`src/rtl/instruction_queue.sv`:
```
// instruction_queue
//
// DEPTH-entry FIFO of instruction words sitting between fetch and decode.
// The head word is presented combinationally on data_out. The most recently
// consumed word is held on pre_data_out for debug and relative-branch use.
// A flush (taken branch) empties the queue without touching the debug word
// or the sticky error flags.
//
// Ports:
//   clk           rising-edge clock for all state
//   reset         synchronous active-high reset
//   write_enable  push data_in this cycle
//   data_in       fetched instruction word
//   read_enable   consume the head word this cycle
//   flush         discard every queued word this cycle
//   data_out      head word, 0 when the queue is empty
//   pre_data_out  last consumed word
//   valid         queue is non-empty
//   full          queue holds DEPTH words
//   count         number of occupied entries
//   overflow      sticky, a write was rejected because the queue was full
//   underflow     sticky, a read was attempted on an empty queue

module instruction_queue #(
    parameter int WIDTH = 16,
    parameter int DEPTH = 4
) (
    input  logic                       clk,
    input  logic                       reset,
    input  logic                       write_enable,
    input  logic [WIDTH-1:0]           data_in,
    input  logic                       read_enable,
    input  logic                       flush,
    output logic [WIDTH-1:0]           data_out,
    output logic [WIDTH-1:0]           pre_data_out,
    output logic                       valid,
    output logic                       full,
    output logic [$clog2(DEPTH):0]     count,
    output logic                       overflow,
    output logic                       underflow
);

    localparam int AW = $clog2(DEPTH);
    localparam int CW = AW + 1;

    logic [WIDTH-1:0] mem [DEPTH];

    logic [AW-1:0]    wrPtr_q, wrPtr_d;
    logic [AW-1:0]    rdPtr_q, rdPtr_d;
    logic [CW-1:0]    count_q, count_d;
    logic [WIDTH-1:0] preData_q, preData_d;
    logic             overflow_q, overflow_d;
    logic             underflow_q, underflow_d;

    logic push;
    logic pop;

    // Status flags and the head word come purely from registered state, so
    // decode never sees a combinational path from the fetch-side inputs.
    always_comb begin
        valid    = (count_q != '0);
        full     = (count_q == CW'(DEPTH));
        data_out = valid ? mem[rdPtr_q] : '0;
    end

    // A pop frees a slot in the same cycle, which is what lets a full queue
    // accept a write alongside a read without flagging overflow.
    always_comb begin
        pop  = read_enable & valid;
        push = write_enable & (~full | pop);
    end

    // Next-state logic. Flush only clears the occupancy bookkeeping; the
    // debug word and sticky flags deliberately survive a taken branch.
    // Pointers are power-of-two wide so they wrap on their own.
    always_comb begin
        wrPtr_d     = wrPtr_q;
        rdPtr_d     = rdPtr_q;
        count_d     = count_q;
        preData_d   = preData_q;
        overflow_d  = overflow_q;
        underflow_d = underflow_q;
        if (flush) begin
            wrPtr_d = '0;
            rdPtr_d = '0;
            count_d = '0;
        end else begin
            if (push) begin
                wrPtr_d = wrPtr_q + AW'(1);
            end
            if (pop) begin
                rdPtr_d   = rdPtr_q + AW'(1);
                preData_d = mem[rdPtr_q];
            end
            if (push && !pop) begin
                count_d = count_q + CW'(1);
            end else if (pop && !push) begin
                count_d = count_q - CW'(1);
            end
            if (write_enable && !push) begin
                overflow_d = 1'b1;
            end
            if (read_enable && !valid) begin
                underflow_d = 1'b1;
            end
        end
    end

    // Control and status registers, cleared by the synchronous reset.
    always_ff @(posedge clk) begin
        if (reset) begin
            wrPtr_q     <= '0;
            rdPtr_q     <= '0;
            count_q     <= '0;
            preData_q   <= '0;
            overflow_q  <= 1'b0;
            underflow_q <= 1'b0;
        end else begin
            wrPtr_q     <= wrPtr_d;
            rdPtr_q     <= rdPtr_d;
            count_q     <= count_d;
            preData_q   <= preData_d;
            overflow_q  <= overflow_d;
            underflow_q <= underflow_d;
        end
    end

    // Storage array. Contents are never reset; stale entries are hidden
    // behind count, and reset/flush block the write so nothing leaks through.
    always_ff @(posedge clk) begin
        if (!reset && !flush && push) begin
            mem[wrPtr_q] <= data_in;
        end
    end

    assign pre_data_out = preData_q;
    assign count        = count_q;
    assign overflow     = overflow_q;
    assign underflow    = underflow_q;

endmodule
```
`config.mk`:
```
export PLATFORM = sky130hd
export DESIGN_NAME = instruction_queue
export DESIGN_NICKNAME = d
export VERILOG_FILES = /design/src/rtl/instruction_queue.sv
export SDC_FILE = /design/constraint.sdc
export NUM_CORES = 1
export LEC_CHECK = 0
export ABC_AREA = 0
export BUFFER_PORTS_ARGS = -buffer_cell sky130_fd_sc_hd__buf_2
export CAP_MARGIN = 20
export CORE_ASPECT_RATIO = 0.75
export CORE_MARGIN = 4
export CORE_UTILIZATION = 40
export DETAILED_ROUTE_END_ITERATION = 6
export GPL_ROUTABILITY_DRIVEN = 0
export PLACE_DENSITY = 0.59
export SLEW_MARGIN = 0
export SYNTH_ARGS = -nofsm -noshare
export SYNTH_HDL_FRONTEND = slang
export SYNTH_SLANG_ARGS = --single-unit
```
`constraint.sdc`:
```
create_clock -name clk -period 5.9 [get_ports clk]
set_input_delay 0.885 -clock clk [delete_from_list [all_inputs] [get_ports clk]]
set_output_delay 0.885 -clock clk [all_outputs]
set_load 0.005 [all_outputs]
```
==> out/metrics.csv, run 1 <==
stage,metric,value,unit
global_routing,global-route wire length before repair,10200,µm
yosys,"area leader, netlist",edfxtp_1,
clocking,H-tree depth,3,
setup_path,CP endpoint kind,output pin,
finish,nets@finish,286,
min_path,Hold/Removal Path Class,flip-flop to flip-flop,
clocking,total clock sinks,91,
clocking,CTS buffer count,9,
placed_design,post-DP HPWL,4260,µm
setup_path,Reg-to-Reg Start,count[0],
global_routing,vias in the first global route,1863,
timing,fin crit share,0.483,
yosys,Synth cell types,36,
finish,final instance area,4150,µm²
global_routing,GRT Max-Usage Layer,met2,
floorplan,Die Wd,116,µm
yosys,Synth Flop Type,edfxtp_1,
yosys,"top cells by area, synth","edfxtp_1 55%, dfxtp_1 16%, mux4_2 10%",
floorplan,Starting Density,0.411,
timing,final hold slack,0.466,ns
timing,endpoints failing hold,0,
yosys,Post-synth EDFFs,64,
setup_path,Worst path top cell family by delay,flip-flops,
min_path,worst min-delay path startpoint,overflow,
floorplan,die area,10300,µm²
finish,fin util,0.489,
setup_path,CP Depth,3,
yosys,compound-cell area share of the yosys netlist,0.0632,
placed_design,pre-CTS WS,3.13,ns
setup_path,WP buf/inv,1,
yosys,Synth Area in Adders,0.0237,
yosys,Synth Register Bits,91,
timing,setup ws final,3.05,ns
clocking,root buffer cell,clkbuf_16,
timing,"Slew Viols, Final",0,
timing,final setup vio count,0,
detailed_routing,via count,1850,
clocking,Worst-path clk slew,0.07,ns
setup_path,Slowest cell on crit path,dfxtp_1,
setup_path,startpoint types,flip-flop,
timing,Fmax,0.351,GHz
global_routing,largest net degree at the start of global routing,19,
yosys,"Seq/Total Area, Yosys",0.706,
setup_path,Setup crit end,data_out[6],
global_routing,Total GRT Usage,0.137,
run,Maximum Capacitance Violations,0,
yosys,synth cell count leaders,"64 x edfxtp_1, 27 x dfxtp_1, 16 x a22o_1, 16 x and2_1, 16 x mux4_2",
clocking,post_cts resized,0,
setup_path,Crit path largest cell delay,0.88,ns
yosys,synthesized area,3490,µm²
floorplan,chip height,88.9,µm
yosys,Yosys warnings,0,
yosys,largest family of logic cells by synthesized area,multiplexers,
clocking,Post-CTS Setup Bufs,0,
power_and_ir_drop,power density cells,325,nW/µm²
setup_path,reg2reg path depth,7,
detailed_routing,final wirelength,6560,µm
yosys,post-synth top area share,0.551,
detailed_routing,router iterations before antenna repair,4,
global_routing,initial antenna violation count,1,
setup_path,cell chain of the critical path,mux4_2 -> and2_1 -> buf_2,
timing,RSZ-0062 raised after global routing,false,
floorplan,core area,8490,µm²
detailed_routing,DRC viols,0,
setup_path,worst endpoint required time,5.02,ns
setup_path,R2R setup slack,3.59,ns
timing,final setup TNS,0,ns
min_path,hold depth,2,
finish,share of layout cells above drive strength 1,0.390,
global_routing,Overflow after GRT,0,
yosys,post-synthesis async set-or-reset flop share,0,
clocking,hold_buf cts,0,
setup_path,arrival time at the worst endpoint,1.96,ns
setup_path,crit path max fanout,16,
finish,area delta synth->final,19.0,%
timing,Slew headroom,0.418,
yosys,top-count cell post-synth,edfxtp_1,
setup_path,R2R Path End,count[2],
timing,fin crit period,2.85,ns
setup_path,crit path kind,flip-flop to output pin,
global_routing,met2 usage,0.220,
timing,Slew @ Worst Pin,0.873,ns
run_status,outcome,"finished, final reports clean",
yosys,syn nets,223,
clocking,Clock Latency Late Sink,0.34,ns
yosys,Post-Synth XOR/XNOR Area,0.0100,
placed_design,post-placement cell area,3870,µm²
detailed_routing,vias per std cell,4.97,
yosys,Syn Inst Count,196,
placed_design,IO Port Bufs,59,
yosys,mux cell area share after synthesis,0.106,
global_routing,met3 Usage GRT,0.0417,
detailed_routing,post-route ant nets,0,
timing,Worst Clk Skew,0.00704,ns
power_and_ir_drop,leakage power,1.57,nW
yosys,Synth Area per Inst,17.8,µm²
global_routing,met1 GRT Util,0.176,
power_and_ir_drop,peak supply drop,152,µV
finish,n_diodes,0,
clocking,CTS tree,done,
floorplan,row count,29,
clocking,CTS Buffer Depth,2,
yosys,simple-gate share of the synthesized area,0.0693,
floorplan,I/O Pins,60,
detailed_routing,drt initial violations,58,
detailed_routing,WL/cell,17.6,µm
cells in the final DEF (no fill, tap or decap), types with 2 or more instances in the layout:
cell,instances
edfxtp_1,64
buf_2,59
dfxtp_1,27
mux4_2,16
and2_1,16
a22o_1,16
nor2_1,9
clkbuf_16,9
ha_1,5
xor2_1,4
inv_1,3
and3_2,3
a21oi_1,3
inv_6,3
clkinvlp_4,3
buf_4,2
cells by family (layout without fill, tap and decap cells):
family	after synthesis	after routing
adders and majority gates	6	6
AOI/OAI and AO/OA	26	26
DFF	91	91
xor gates and xnor gates	4	4
and+or+nand+nor	39	39
buffers and inverters	13	81
muxes	17	17
how the worst min path moves through the flow:
stage          slack (ns)          endpoint
2_1_floorplan        0.46         underflow
3_3_place_gp         0.44         underflow
3_5_place_dp         0.46          overflow
4_1_cts              0.47          overflow
5_1_grt              0.49  pre_data_out[15]
6_report             0.47          overflow
sequential cells by signal (all words and copies together), names as in the netlist, named ones only:
name / count
mem: 64
pre_data_out: 16
count: 3
rdPtr_q: 2
wrPtr_q: 2
overflow: 1
underflow: 1
cell type report:
| cell class | count | area, µm² |
|---|---|---|
| fill | 752 | 4340 |
| sequential | 91 | 2460 |
| multi-input combinational | 92 | 950 |
| timing repair buffer | 61 | 310 |
| clock buffer | 10 | 229 |
| tap | 108 | 135 |
| clock inverter | 6 | 48.8 |
| inverter | 4 | 15.0 |
power by group:
group | switching, mW | internal [mW]
registers | 0.00895 | 0.696
logic | 0.0614 | 0.0525
clock network | 0.240 | 0.290
total | 0.310 | 1.04
through the flow:
stage          cells  power [mW]
2_1_floorplan    196       0.785
3_3_place_gp     356       0.833
3_5_place_dp     356       0.836
4_1_cts          372        1.37
5_1_grt          372        1.41
6_report         372        1.35
worst reg2reg max path, stage by stage, from the launching register on:
cell and delay (ns):
dfxtp_1 0.41, o31ai_1 0.51, ha_1 0.30, inv_1 0.07
fa_1 0.37, xor2_1 0.15, or3_1 0.31, a21oi_1 0.14
metal layers:
layer,vias up,routed length [µm]
met3,11,288
met2,36,3250
li1,888,-
met5,-,7
met1,913,2900
met4,2,109
No activity file was read; power rests on OpenSTA's default activity.
==> inputs of run 2 (changes only) <==
- ABC_AREA: 0 -> 1
- PLACE_DENSITY: 0.59 -> 0.58
- clock period: 5.9 -> 3 ns (I/O delays scaled with it)
==> run 2 against run 1 <==
Effect of this change:
- global-route usage is 1.3 points higher
- via count is 52% higher
- first-iteration DRC count grew to 2.9 times the previous value
- clock skew hardly changed
- flip-flop and latch count stayed put
- sequential share of layout area is 8.1 points lower
- core utilization is 0.14 points higher
- setup slack worse by 2.1 ns
- register-to-register slack worse by 2.5 ns
- worst hold slack worse by 0.17 ns
- non-clock buffer count is 4 higher
- total power is 120% higher
==> out/metrics.csv, run 2 <==
stage,metric,value,unit,change
global_routing,GRT Max-Usage Layer,met2,,unchanged
power_and_ir_drop,peak supply drop,381,µV,was 152 µV
timing,Slew headroom,0.643,,was 0.418
clocking,CTS buffer count,9,,unchanged
setup_path,worst endpoint required time,2.55,ns,was 5.02 ns
setup_path,Worst path top cell family by delay,buffers and inverters,,was flip-flops
yosys,compound-cell area share of the yosys netlist,0.0294,,was 0.0632
floorplan,die area,11900,µm²,was 10300 µm²
floorplan,row count,31,,was 29
min_path,Hold/Removal Path Class,input port to flip-flop,,was flip-flop to flip-flop
yosys,Post-synth EDFFs,64,,unchanged
clocking,CTS Buffer Depth,2,,unchanged
finish,n_diodes,0,,unchanged
yosys,Synth Area per Inst,9.02,µm²,was 17.8 µm²
yosys,top-count cell post-synth,nand2_1,,was edfxtp_1
clocking,Post-CTS Setup Bufs,0,,unchanged
finish,FILL cells,934,,was 752
timing,final setup vio count,0,,unchanged
finish,nets@finish,541,,was 286
timing,Slew @ Worst Pin,0.535,ns,was 0.873 ns
yosys,"Seq/Total Area, Yosys",0.603,,was 0.706
run_status,outcome,"finished, final reports clean",,unchanged
setup_path,Crit path largest cell delay,0.37,ns,was 0.88 ns
timing,Worst Clk Skew,0.00676,ns,was 0.00704 ns
floorplan,core area,9810,µm²,was 8490 µm²
detailed_routing,router iterations before antenna repair,4,,unchanged
setup_path,cell chain of the critical path,nor2_2 -> nand2_4 -> inv_2 -> a21oi_1 -> buf_2,,was mux4_2 -> and2_1 -> buf_2
yosys,Post-Synth XOR/XNOR Area,0.00214,,was 0.0100
setup_path,startpoint types,flip-flop,,unchanged
yosys,"top cells by area, synth","edfxtp_1 47%, dfxtp_1 13%, nand2_1 11%",,"was edfxtp_1 55%, dfxtp_1 16%, mux4_2 10%"
clocking,post_cts resized,0,,unchanged
placed_design,post-DP HPWL,5580,µm,was 4260 µm
finish,"commonest non-fill, non-tap cells in the layout","120 x nand2_1, 95 x inv_1, 64 x edfxtp_1, 59 x buf_2, 43 x nor2_1",,"was 64 x edfxtp_1, 59 x buf_2, 27 x dfxtp_1"
timing,final hold slack,0.300,ns,was 0.466 ns
yosys,mux cell area share after synthesis,0,,was 0.106
power_and_ir_drop,Final Power,2.98,mW,was 1.35 mW
run,Maximum Capacitance Violations,0,,unchanged
yosys,post-synth top area share,0.470,,was 0.551
yosys,synthesized area,4090,µm²,was 3490 µm²
yosys,simple-gate share of the synthesized area,0.223,,was 0.0693
clocking,CTS tree,done,,unchanged
placed_design,IO Port Bufs,59,,unchanged
finish,register with the most flip-flops,mem,,unchanged
setup_path,arrival time at the worst endpoint,1.58,ns,was 1.96 ns
setup_path,crit path max fanout,17,,was 16
timing,fin crit period,2.03,ns,
global_routing,met1 GRT Util,0.204,,was 0.176
setup_path,WP buf/inv,2,,was 1
timing,"Slew Viols, Final",0,,unchanged
finish,share of layout cells above drive strength 1,0.191,,was 0.390
yosys,Yosys warnings,0,,unchanged
detailed_routing,final wirelength,8510,µm,was 6560 µm
timing,fin crit share,0.677,,
global_routing,Overflow after GRT,0,,unchanged
setup_path,CP endpoint kind,output pin,,unchanged
global_routing,global-route wire length before repair,13500,µm,was 10200 µm
global_routing,largest net degree at the start of global routing,33,,was 19
floorplan,Starting Density,0.416,,was 0.411
power_and_ir_drop,leakage power,2.31,nW,was 1.57 nW
finish,area delta synth->final,17.7,%,was 19.0%
global_routing,vias in the first global route,2561,,was 1863
yosys,synth cell count leaders,"120 x nand2_1, 95 x inv_1, 64 x edfxtp_1",,"was 64 x edfxtp_1, 27 x dfxtp_1, 16 x a22o_1, 16 x and2_1, 16 x mux4_2"
yosys,Synth cell types,22,,was 36
placed_design,post-placement cell area,4460,µm²,was 3870 µm²
yosys,Synth Register Bits,91,,unchanged
setup_path,crit path kind,flip-flop to output pin,,unchanged
detailed_routing,vias per std cell,4.31,,was 4.97
clocking,Worst-path clk slew,0.07,ns,about the same
detailed_routing,via count,2809,,was 1850
finish,final instance area,4810,µm²,was 4150 µm²
setup_path,Slowest cell on crit path,dfxtp_1,,unchanged
detailed_routing,post-route ant nets,0,,unchanged
clocking,H-tree depth,3,,unchanged
floorplan,chip height,95.5,µm,was 88.9 µm
floorplan,I/O Pins,60,,unchanged
clocking,total clock sinks,91,,unchanged
clocking,Clock Latency Late Sink,0.34,ns,about the same
global_routing,initial antenna violation count,0,,was 1
finish,multi-input logic area,1120,µm²,was 950 µm²
global_routing,Total GRT Usage,0.150,,was 0.137
timing,endpoints failing hold,0,,unchanged
yosys,Syn Inst Count,453,,was 196
detailed_routing,DRC viols,0,,unchanged
power_and_ir_drop,power density cells,619,nW/µm²,was 325 nW/µm²
finish,"most common cell after layout, fill and taps aside",nand2_1,,was edfxtp_1
yosys,Synth Area in Adders,0.0202,,was 0.0237
yosys,post-synthesis async set-or-reset flop share,0,,unchanged
clocking,root buffer cell,clkbuf_16,,unchanged
finish,max reg flops,64,,unchanged
yosys,largest family of logic cells by synthesized area,simple AND/OR/NAND/NOR gates,,was multiplexers
yosys,Synth Flop Type,edfxtp_1,,unchanged
floorplan,Die Wd,125,µm,was 116 µm
timing,Fmax,0.492,GHz,
global_routing,met3 Usage GRT,0.0510,,was 0.0417
timing,final setup TNS,0,ns,unchanged
timing,RSZ-0062 raised after global routing,false,,unchanged
detailed_routing,WL/cell,13.1,µm,was 17.6 µm
clocking,hold_buf cts,0,,unchanged
yosys,syn nets,480,,was 223
detailed_routing,drt initial violations,166,,was 58
finish,sequential cell area,2460,µm²,unchanged
global_routing,met2 usage,0.235,,was 0.220
yosys,"area leader, netlist",edfxtp_1,,unchanged
-- run 2: worst paths after layout --
check,from,end,slack [ns],cells past startpoint
min reg2reg,underflow,underflow,0.47,2
max reg2reg,count[0],count[2],1.08,13
max,count[0],data_out[10],0.97,5
min,reset,underflow,0.30,2
-- run 2: logic make-up after synthesis --
family          count (synthesis)
buf+inv                       115
fa+ha+maj                       6
flops                          91
xor+xnor                        1
compound gates                 24
simple gates                  216
-- run 2: layout make-up --
cell class / instances / share of cell area
Multi-Input combinational cell: 247 / 0.233
Tap cell: 132 / 0.0343
Clock buffer: 9 / 0.0468
Inverter: 100 / 0.0780
Clock inverter: 7 / 0.0252
Sequential cell: 91 / 0.512
Timing Repair Buffer: 65 / 0.0707
-- run 2: metrics by stage --
stage | cells | worst slack (ns) | util
2_1_floorplan | 453 | 1.02 | -
3_3_place_gp | 635 | 1.02 | 0.455
3_5_place_dp | 635 | 0.968 | 0.455
4_1_cts | 651 | 0.905 | 0.490
5_1_grt | 651 | 0.811 | 0.490
6_report | 651 | 0.968 | 0.490
-- run 2: routing by layer --
metal / routed length [µm] / part of all wire
met3: 393 / 0.046
met4: 33 / 0.0039
met2: 3820 / 0.45
met1: 4260 / 0.50
met5: 0 / 0
-- run 2: report_power, final --
part / total, mW / internal [mW] / leakage (nW) / switching, mW
combinational: 0.290 / 0.106 / 1.34 / 0.184
sequential: 1.40 / 1.38 / 0.798 / 0.0181
clock: 1.29 / 0.820 / 0.170 / 0.475
total: 2.98 / 2.30 / 2.31 / 0.677
-- run 2: worst reg2reg max path: cells and delay by family, from the launching register on --
family	cells	cell delay, ns
fa+ha+maj	2	0.55
buf+inv	3	0.22
flops	1	0.44
simple gates	8	0.61
==> inputs of run 3 (changes only) <==
- clock period: 3 -> 2.1 ns (I/O delays scaled with it)
==> run 3 against run 2 <==
Effect of this change:
- total power grew 37%
- flip-flop and latch count is the same
- sequential share of layout area grew 0.20 points
- cell area down 0.34%
- first-iteration DRC count down 5.4%
- worst hold slack lost 0.13 ns
- setup slack worse by 0.79 ns
- global-route usage grew 0.11 points
- via count rose by 0.85%
- wire length is 0.25% lower
==> out/metrics.csv, run 3 (synthesis gave the netlist of run 2 again) <==
stage,metric,value,unit,change
timing,"Slew Viols, Final",0,,unchanged
timing,Slew @ Worst Pin,0.574,ns,was 0.535 ns
finish,n_diodes,0,,unchanged
finish,multi-input logic area,1120,µm²,unchanged
setup_path,arrival time at the worst endpoint,2.16,ns,was 1.58 ns
power_and_ir_drop,Final Power,4.08,mW,was 2.98 mW
detailed_routing,drt initial violations,157,,was 166
finish,nets@finish,544,,was 541
detailed_routing,via count,2833,,was 2809
placed_design,post-placement cell area,4490,µm²,was 4460 µm²
floorplan,die area,11900,µm²,unchanged
finish,area delta synth->final,17.3,%,was 17.7%
setup_path,Worst path most repeated cell,nand2_1,,
global_routing,largest net degree at the start of global routing,33,,unchanged
global_routing,vias in the first global route,2676,,was 2561
global_routing,Overflow after GRT,0,,unchanged
finish,"most common cell after layout, fill and taps aside",nand2_1,,unchanged
clocking,H-tree depth,3,,unchanged
timing,Slew headroom,0.617,,was 0.643
setup_path,crit path max fanout,6,,was 17
clocking,Clock Latency Late Sink,0.34,ns,about the same
global_routing,initial antenna violation count,0,,unchanged
setup_path,reg2reg path depth,13,,unchanged
timing,final setup vio count,0,,unchanged
floorplan,core area,9810,µm²,unchanged
clocking,CTS tree,done,,unchanged
detailed_routing,WL/cell,13.0,µm,was 13.1 µm
placed_design,post-DP HPWL,5710,µm,was 5580 µm
floorplan,row count,31,,unchanged
detailed_routing,vias per std cell,4.34,,was 4.31
detailed_routing,final wirelength,8490,µm,was 8510 µm
finish,max reg flops,64,,unchanged
finish,final instance area,4790,µm²,was 4810 µm²
timing,fin crit share,0.914,,
setup_path,cell chain of the critical path,nor2_2 -> nand3_1 -> nand2_1 -> inv_1 -> ha_1 -> inv_1 -> fa_1 -> inv_1 -> nand2_1 -> nand3_1 -> nand2_1 -> nand2_1 -> nor2_1,,was nor2_2 -> nand2_4 -> inv_2 -> a21oi_1 -> buf_2
timing,endpoints failing hold,0,,unchanged
setup_path,crit path kind,flip-flop to flip-flop,,was flip-flop to output pin
min_path,worst min-delay path startpoint,reset,,unchanged
finish,"commonest non-fill, non-tap cells in the layout","120 x nand2_1, 95 x inv_1, 64 x edfxtp_1, 59 x buf_2, 43 x nor2_1",,unchanged
global_routing,global-route wire length before repair,13800,µm,was 13500 µm
finish,sequential cell area,2460,µm²,about the same
placed_design,IO Port Bufs,59,,unchanged
floorplan,I/O Pins,60,,unchanged
setup_path,startpoint types,flip-flop,,unchanged
timing,RSZ-0062 raised after global routing,false,,unchanged
power_and_ir_drop,power density cells,851,nW/µm²,was 619 nW/µm²
run,Maximum Capacitance Violations,0,,unchanged
min_path,Hold/Removal Path Class,input port to flip-flop,,unchanged
clocking,CTS Buffer Depth,2,,unchanged
finish,FILL cells,937,,was 934
floorplan,Starting Density,0.416,,unchanged
clocking,root buffer cell,clkbuf_16,,unchanged
setup_path,CP endpoint kind,flip-flop,,was output pin
setup_path,Reg-to-Reg Start,count[1],,was count[0]
min_path,hold depth,2,,unchanged
clocking,post_cts resized,0,,unchanged
clocking,Post-CTS Setup Bufs,0,,unchanged
clocking,CTS buffer count,9,,unchanged
clocking,Worst-path clk slew,0.06,ns,was 0.07 ns
setup_path,Crit path largest cell delay,0.43,ns,was 0.37 ns
floorplan,Die Wd,125,µm,unchanged
timing,final setup TNS,0,ns,unchanged
global_routing,Total GRT Usage,0.151,,was 0.150
clocking,hold_buf cts,0,,unchanged
setup_path,Slowest cell on crit path,dfxtp_1,,unchanged
timing,Worst Clk Skew,0.00743,ns,was 0.00676 ns
timing,fin crit period,1.92,ns,
detailed_routing,router iterations before antenna repair,4,,unchanged
setup_path,Worst path top cell family by delay,simple AND/OR/NAND/NOR gates,,was buffers and inverters
floorplan,chip height,95.5,µm,unchanged
finish,share of layout cells above drive strength 1,0.192,,was 0.191
timing,Fmax,0.521,GHz,
detailed_routing,DRC viols,0,,unchanged
clocking,total clock sinks,91,,unchanged
run_status,outcome,"finished, final reports clean",,unchanged
power_and_ir_drop,peak supply drop,606,µV,was 381 µV
finish,register with the most flip-flops,mem,,unchanged
setup_path,worst endpoint required time,2.34,ns,was 2.55 ns
setup_path,WP buf/inv,3,,was 2
detailed_routing,post-route ant nets,0,,unchanged
setup_path,Critical path origin,count[1],,was count[0]
setup_path,CP Depth,13,,was 5
power_and_ir_drop,leakage power,2.30,nW,was 2.31 nW
run 3: cell count changes in the layout (fill, tap and decap cells not counted), sizes merged:
| cell | previous run | this run |
|---|---|---|
| buf | 65 | 68 |
| bufinv | 3 | 2 |
| clkinv | 3 | 5 |
| inv | 101 | 99 |
run 3: path summary, 6_finish.rpt:
check	endpoint	slack, ns
worst min register to register	overflow	0.45
worst min-delay path	underflow	0.17
worst max-delay path	count[2]	0.18
worst max register to register	count[2]	0.18
run 3: layout make-up:
class | instances | area share
repair buffers | 68 | 0.0757
flip-flops and latches | 91 | 0.514
clock buffers | 9 | 0.0470
multi-input cells | 247 | 0.234
well taps | 132 | 0.0344
inverters | 100 | 0.0783
clock inverters | 6 | 0.0170
run 3: report_power, final:
part	total (mW)	internal, mW	leakage (nW)	switching, mW
sequential	1.99	1.97	0.798	0.0257
combinational	0.421	0.154	1.35	0.267
clock	1.66	1.03	0.150	0.636
run 3: worst register-to-register path, cell delays in order (launching register included):
cell and delay (ns):
dfxtp_1 0.43, nor2_2 0.08, nand3_1 0.19, nand2_1 0.08, inv_1 0.09, ha_1 0.17
inv_1 0.06, fa_1 0.38, inv_1 0.07, nand2_1 0.04, nand3_1 0.08, nand2_1 0.06
nand2_1 0.05, nor2_1 0.03
run 3: through the flow:
step,instances,setup slack (ns),utilization,hold slack [ns]
final,653,0.182,0.489,0.173
after global routing,653,0.00297,0.489,0.167
after CTS,653,0.142,0.488,0.160
after detailed placement,638,0.149,0.457,0.446
after global placement,638,0.220,0.457,0.443
after floorplan,453,0.116,-,0.387
run 3: routing by layer:
layer  vias to the layer above  GRT usage  share of wire
met5                         -          0              0
met4                         0     0.0328         0.0075
met3                         8     0.0538          0.066
met2                        69      0.225           0.42
met1                      1243      0.212           0.50
li1                       1513          -              -
